<file path="src/rtl/seq_alu.sv">
// seq_alu: multi-cycle ALU with valid/ready handshake, iterative rotates and status flags.
// Define SEQ_ALU_MUL_EN to build the iterative shift-add multiplier on opcode 10.
module seq_alu #(
  parameter int unsigned WIDTH = 32,
  parameter int unsigned SHW   = $clog2(WIDTH)
) (
  input  logic             clk,
  input  logic             reset,
  input  logic             in_valid,
  output logic             in_ready,
  input  logic [3:0]       op,
  input  logic [WIDTH-1:0] I1,
  input  logic [WIDTH-1:0] I2,
  output logic             out_valid,
  input  logic             out_ready,
  output logic [WIDTH-1:0] O,
  output logic             zero,
  output logic             carry,
  output logic             ovf,
  output logic             err
);

  localparam int unsigned CW = SHW + 1;

  localparam logic [3:0] OP_ADD  = 4'd0;
  localparam logic [3:0] OP_SUB  = 4'd1;
  localparam logic [3:0] OP_NOR  = 4'd2;
  localparam logic [3:0] OP_NOT  = 4'd3;
  localparam logic [3:0] OP_AND  = 4'd4;
  localparam logic [3:0] OP_OR   = 4'd5;
  localparam logic [3:0] OP_ROLV = 4'd6;
  localparam logic [3:0] OP_RORV = 4'd7;
  localparam logic [3:0] OP_BLEU = 4'd8;
  localparam logic [3:0] OP_PASS = 4'd9;
`ifdef SEQ_ALU_MUL_EN
  localparam logic [3:0] OP_MUL  = 4'd10;
`endif

  typedef enum logic [1:0] {IDLE, RUN, DONE} state_e;

  state_e           state_q, state_d;
  logic [3:0]       op_q, op_d;
  logic [WIDTH-1:0] a_q, a_d;
  logic [CW-1:0]    cnt_q, cnt_d;
  logic [WIDTH-1:0] o_q, o_d;
  logic             zero_q, zero_d;
  logic             carry_q, carry_d;
  logic             ovf_q, ovf_d;
  logic             err_q, err_d;
`ifdef SEQ_ALU_MUL_EN
  logic [WIDTH-1:0] b_q, b_d;
  logic [WIDTH-1:0] acc_q, acc_d;
`endif

  logic [WIDTH:0]   add_s, sub_s;
  logic [WIDTH-1:0] res_c, step_res;
  logic             cy_c, ov_c, il_c, is_rot;
  logic [SHW-1:0]   amt;

  assign in_ready  = (state_q == IDLE);
  assign out_valid = (state_q == DONE);
  assign O         = o_q;
  assign zero      = zero_q;
  assign carry     = carry_q;
  assign ovf       = ovf_q;
  assign err       = err_q;

  assign amt    = I2[SHW-1:0];
  assign is_rot = (op == OP_ROLV) || (op == OP_RORV);

  // Single-cycle result and flags straight from the presented operands
  always_comb begin
    add_s = {1'b0, I1} + {1'b0, I2};
    sub_s = {1'b0, I1} - {1'b0, I2};
    res_c = '0;
    cy_c  = 1'b0;
    ov_c  = 1'b0;
    il_c  = 1'b0;
    case (op)
      OP_ADD: begin
        res_c = add_s[WIDTH-1:0];
        cy_c  = add_s[WIDTH];
        ov_c  = (I1[WIDTH-1] == I2[WIDTH-1]) && (add_s[WIDTH-1] != I1[WIDTH-1]);
      end
      OP_SUB: begin
        res_c = sub_s[WIDTH-1:0];
        cy_c  = ~sub_s[WIDTH];
        ov_c  = (I1[WIDTH-1] != I2[WIDTH-1]) && (sub_s[WIDTH-1] != I1[WIDTH-1]);
      end
      OP_NOR:           res_c = ~(I1 | I2);
      OP_NOT:           res_c = ~I1;
      OP_AND:           res_c = I1 & I2;
      OP_OR:            res_c = I1 | I2;
      OP_ROLV, OP_RORV: res_c = I1;
      OP_BLEU:          res_c = WIDTH'(I1 <= I2);
      OP_PASS:          res_c = I1;
      default:          il_c  = 1'b1;
    endcase
  end

  // Next-state and datapath update
  always_comb begin
    state_d  = state_q;
    op_d     = op_q;
    a_d      = a_q;
    cnt_d    = cnt_q;
    o_d      = o_q;
    zero_d   = zero_q;
    carry_d  = carry_q;
    ovf_d    = ovf_q;
    err_d    = err_q;
    step_res = '0;
`ifdef SEQ_ALU_MUL_EN
    b_d      = b_q;
    acc_d    = acc_q;
`endif
    case (state_q)
      IDLE: begin
        if (in_valid) begin
          op_d = op;
          a_d  = I1;
          if (is_rot && (amt != '0)) begin
            state_d = RUN;
            cnt_d   = CW'(amt);
          end
`ifdef SEQ_ALU_MUL_EN
          else if (op == OP_MUL) begin
            state_d = RUN;
            cnt_d   = CW'(WIDTH);
            b_d     = I2;
            acc_d   = '0;
          end
`endif
          else begin
            state_d = DONE;
            o_d     = res_c;
            zero_d  = (res_c == '0);
            carry_d = cy_c;
            ovf_d   = ov_c;
            err_d   = il_c;
          end
        end
      end
      RUN: begin
        cnt_d    = cnt_q - CW'(1);
        step_res = (op_q == OP_ROLV) ? {a_q[WIDTH-2:0], a_q[WIDTH-1]}
                                     : {a_q[0], a_q[WIDTH-1:1]};
        a_d      = step_res;
`ifdef SEQ_ALU_MUL_EN
        // One multiplier bit per cycle: add shifted multiplicand when the LSB is set
        if (op_q == OP_MUL) begin
          step_res = acc_q + (b_q[0] ? a_q : '0);
          acc_d    = step_res;
          a_d      = a_q << 1;
          b_d      = b_q >> 1;
        end
`endif
        if (cnt_q == CW'(1)) begin
          state_d = DONE;
          o_d     = step_res;
          zero_d  = (step_res == '0);
          carry_d = 1'b0;
          ovf_d   = 1'b0;
          err_d   = 1'b0;
        end
      end
      DONE: begin
        if (out_ready) state_d = IDLE;
      end
      default: state_d = IDLE;
    endcase
  end

  always_ff @(posedge clk or posedge reset) begin
    if (reset) begin
      state_q <= IDLE;
      op_q    <= '0;
      a_q     <= '0;
      cnt_q   <= '0;
      o_q     <= '0;
      zero_q  <= 1'b0;
      carry_q <= 1'b0;
      ovf_q   <= 1'b0;
      err_q   <= 1'b0;
`ifdef SEQ_ALU_MUL_EN
      b_q     <= '0;
      acc_q   <= '0;
`endif
    end else begin
      state_q <= state_d;
      op_q    <= op_d;
      a_q     <= a_d;
      cnt_q   <= cnt_d;
      o_q     <= o_d;
      zero_q  <= zero_d;
      carry_q <= carry_d;
      ovf_q   <= ovf_d;
      err_q   <= err_d;
`ifdef SEQ_ALU_MUL_EN
      b_q     <= b_d;
      acc_q   <= acc_d;
`endif
    end
  end

endmodule

</file>
<file path="config.mk">
export PLATFORM = sky130hd
export DESIGN_NAME = seq_alu
export DESIGN_NICKNAME = d
export VERILOG_FILES = /design/src/rtl/seq_alu.sv
export SDC_FILE = /design/constraint.sdc
export NUM_CORES = 1
export LEC_CHECK = 0
export CAP_MARGIN = 20
export CELL_PAD_IN_SITES_DETAIL_PLACEMENT = 1
export CELL_PAD_IN_SITES_GLOBAL_PLACEMENT = 2
export CORE_ASPECT_RATIO = 1.4
export CORE_UTILIZATION = 30
export DETAILED_ROUTE_END_ITERATION = 10
export PLACE_DENSITY = 0.77
export SLEW_MARGIN = 10
export SYNTH_ARGS = -nofsm -noshare
export SYNTH_HDL_FRONTEND = slang
export SYNTH_SLANG_ARGS = --single-unit
</file>
<file path="constraint.sdc">
create_clock -name clk -period 3 [get_ports clk]
set_clock_uncertainty 0.1 [all_clocks]
set_input_delay 0.75 -clock clk [delete_from_list [all_inputs] [get_ports clk]]
set_output_delay 0.75 -clock clk [all_outputs]
set_load 0.02 [all_outputs]
</file>
==> results of run 1 <==
-- worst register-to-register path: stages, from the launching register on --
cell and delay (ns):
dfrtp_1 0.38, or3_1 0.41, nor3b_1 0.22, buf_4 0.14
nand2_1 0.07, a21o_1 0.19, nor2_1 0.15, nor4b_4 0.27
nand4_1 0.19, nor3_4 0.20, nand4_1 0.16, or4_4 0.57
o21ai_2 0.12
-- per-stage QoR --
stage	utilization (%)	hold WS [ns]	total power [mW]	cell area, sq um
after floorplan	-	0.347	4.19	10800
after global placement	46.5	0.355	6.49	16000
after detailed placement	46.5	0.358	6.60	16000
after CTS	53.6	0.380	8.26	18400
after global routing	55.4	0.416	9.02	19000
final	55.4	0.371	8.62	19000
-- how the worst min path moves through the flow --
stage	endpoint	slack (ns)	cells past startpoint
after floorplan	op_q[0]	0.35	2
after global placement	O[17]	0.36	2
after detailed placement	O[17]	0.36	2
after CTS	O[17]	0.38	2
after global routing	O[17]	0.42	2
final	O[17]	0.37	2
-- power by group through the flow --
stage	Sequential, mW	Combinational, mW	Clock (mW)
global route	2.10	5.76	1.16
CTS	2.04	5.10	1.12
global placement	2.05	4.44	0
detailed placement	2.05	4.55	0
finish	2.05	5.45	1.12
floorplan	2.20	1.99	0
-- cell type report --
cell class	instances	area [sq um]
Fill cell	4061	15300
Inverter	105	452
Timing Repair Buffer	733	6100
Multi-Input combinational cell	1181	9620
Clock buffer	10	229
Sequential cell	80	2000
Clock inverter	5	58.8
Tap cell	451	564
-- what timing repair did --
item | CTS | global route
cloned | 0 | 0
gates resized for setup | 463 | 143
setup endpoints to repair | 34 | 30
setup buffers | 94 | 30
hold endpoints to repair | 0 | 0
pin swaps | 121 | 80
-- kinds of logic (layout without fill, tap and decap cells) --
group	Yosys count	count (layout)	share of synthesized area, %
adders and majority gates	107	107	12.8
DFF	80	80	19.0
muxes	6	6	0.569
AOI/OAI and AO/OA	513	513	34.0
and+or+nand+nor	549	549	25.3
xor gates and xnor gates	6	6	0.498
buffers and inverters	208	853	7.84
-- routing by layer --
metal  vias up  wire length, microns  track usage, %
met5         -                    13               0
met4         2                  4620            20.7
met3       308                  4410            4.13
met2       806                 30700            59.1
met1      7589                 25000            40.8
li1       6705                     -               -
-- flip-flops by register name (all words and copies together) (netlist names) --
name / flops
zero: 1
a_q: 32
state_q: 2
err: 1
carry: 1
op_q: 4
ovf: 1
cnt_q: 6
O: 32
-- synthesized netlist by cell type, types with 7 or more instances --
cell type	instances	area [sq um]
a211o_1	37	324
a211oi_1	14	105
a21o_1	8	60.1
a21oi_1	114	571
a221o_1	11	110
a221oi_1	17	149
a22o_1	8	70.1
a22oi_1	38	285
a31oi_1	11	68.8
and2_1	10	62.6
and3_1	41	257
buf_2	19	95.1
clkbuf_1	74	278
dfrtp_1	80	2000
ha_1	105	1310
inv_1	104	390
nand2_1	166	623
nand2b_1	16	100
nand3_1	34	170
nand4_1	16	100
nor2_1	147	552
nor2b_1	16	100
nor3_1	27	135
nor4_1	23	144
o211ai_1	12	90.1
o21a_1	14	105
o21ai_0	63	315
o21bai_1	8	60.1
o221ai_1	10	87.6
o22ai_1	51	319
o31a_1	7	61.3
o31ai_1	14	105
or2_2	9	56.3
or4_1	7	52.6
==> results.toml, run 1 <==
[critical_path]
regToRegSetupSlack_ns = -0.24
critPathMaxFanout = 8
crit_required_ns = 3.19
critical_path.slowest_cell = "or4_4"
worst-path-buf-inv = 7
setup.worst_path.end_class = "flip-flop"
reg2reg_to = "zero"
reg2reg_from = "cnt_q[2]"
crit_end = "zero"
start_kind = "input pin"
cpMostUsedCell = "buf_4"
rr_worst_depth = 12
crit_arrival_ns = 4.45
slowest_delay_ns = 0.57
startpoint = "I1[7]"
crit_path_cell_trace = "buf_2, inv_2, ha_4, buf_4, buf_8, buf_4, a21oi_4, buf_4, o21ai_0, a211o_1, nor2b_1, nor2_1, o41ai_4, a2111oi_4, buf_4, nand4_1, or4_4, o21ai_2"
crit_family = "simple AND/OR/NAND/NOR gates"
path_class = "input pin to flip-flop"
crit_cells = 18

[sta]
finalMaxSlewViolations = 0
finalCriticalPeriod_ns = 4.26
max_freq_mhz = 234
setup-tns-final_ns = -12.54
fin_crit_sh_pct = 142
worst_slack_ns = -1.26
hold_viol_final = 0
max_slew_margin_pct = 52.8
grt_setup_unrepaired = "true"
finalSetupViolations = 26
tightest_slew_ns = 0.709

[power]
seqPwrFrac_pct = 23.8
swShare_pct = 44.2
power.density_mw_per_mm2 = 453
p_sw_mw = 3.81
p_clk_share_pct = 12.9
p_int_mw = 4.81
p_leak_nw = 8.67
vdd_drop_max_v = 0.000441
p_comb_share_pct = 63.3

[global_route]
grt_overflow = 0
grt_pass1_vias = 16143
grt_pass1_wl_mm = 95.0
grt_usage_pct = 34.4
grt_max_degree = 79
antenna_found_initial = 1

[clock_network]
path_clk_slew_ns = 0.06
clockBufferDepth = 2
cts_root_buf = "clkbuf_16"
cts-hold-fix-buffers = 0
tritoncts = "done"
clk_latency_ns = 0.36
numCtsBuffers = 9
cts_max_level = 3
cts_sinks = 80

[floorplan]
row_count = 80
start_util_pct = 30.7
ios = 110
dieArea_sq_mm = 0.0359
fp.coreArea_sq_mm = 0.0343
die_h_microns = 224
die_w_microns = 160

[yosys]
ys.flop_type = "dfrtp_1"
synth-seq-cells = 80
synth_cell_types = 85
yosys_warnings = 0
syn_inst = 1469
synth_area_per_cell_sq_um = 7.18
ys_seq_area_share_pct = 19.0
synth-edff-count = 0
synth_area_sq_mm = 0.0105
synth_fp_nets = 1648
async_flop_share_pct = 100

[drt]
drt-total-wl_mm = 64.7
initialDrtViolationCount = 1276
via_per_inst = 6.01
dr.pass1.iters = 5
wl_per_cell_microns = 25.2
detail-route-antenna-nets = 0
vias = 15410
drc_errors = 0

[run_status]
status = "complete, but fails checks"
violations = "negative setup slack"

[final_layout]
final_common_cell = "buf_4"
nNetsFinal = 2289
layout.cells.non_filler = 2565
diodes = 0
syn2layout_area_growth_pct = 80.4
most-common-layout-cells = "buf_4 (541), nand2_1 (161), nor2_1 (139)"
drive_gt1_share_pct = 46.1

[min_path]
hp-class = "flip-flop to flip-flop"
min-delay-start = "O[17]"

[placement]
dp_slack_ns = -2.27
place_hpwl_mm = 46.8
dpl.cell_count = 2441
portBuffers = 109
gp_congestion = 1.04

[flow_run]
drv_cap = 0
No activity file was read; power rests on OpenSTA's default activity.
==> run 2: changes to the inputs <==
CAP_MARGIN = default   (was 20)
==> results of run 2 <==
No change in the layout: final DEF, timing and power equal those of run 1.
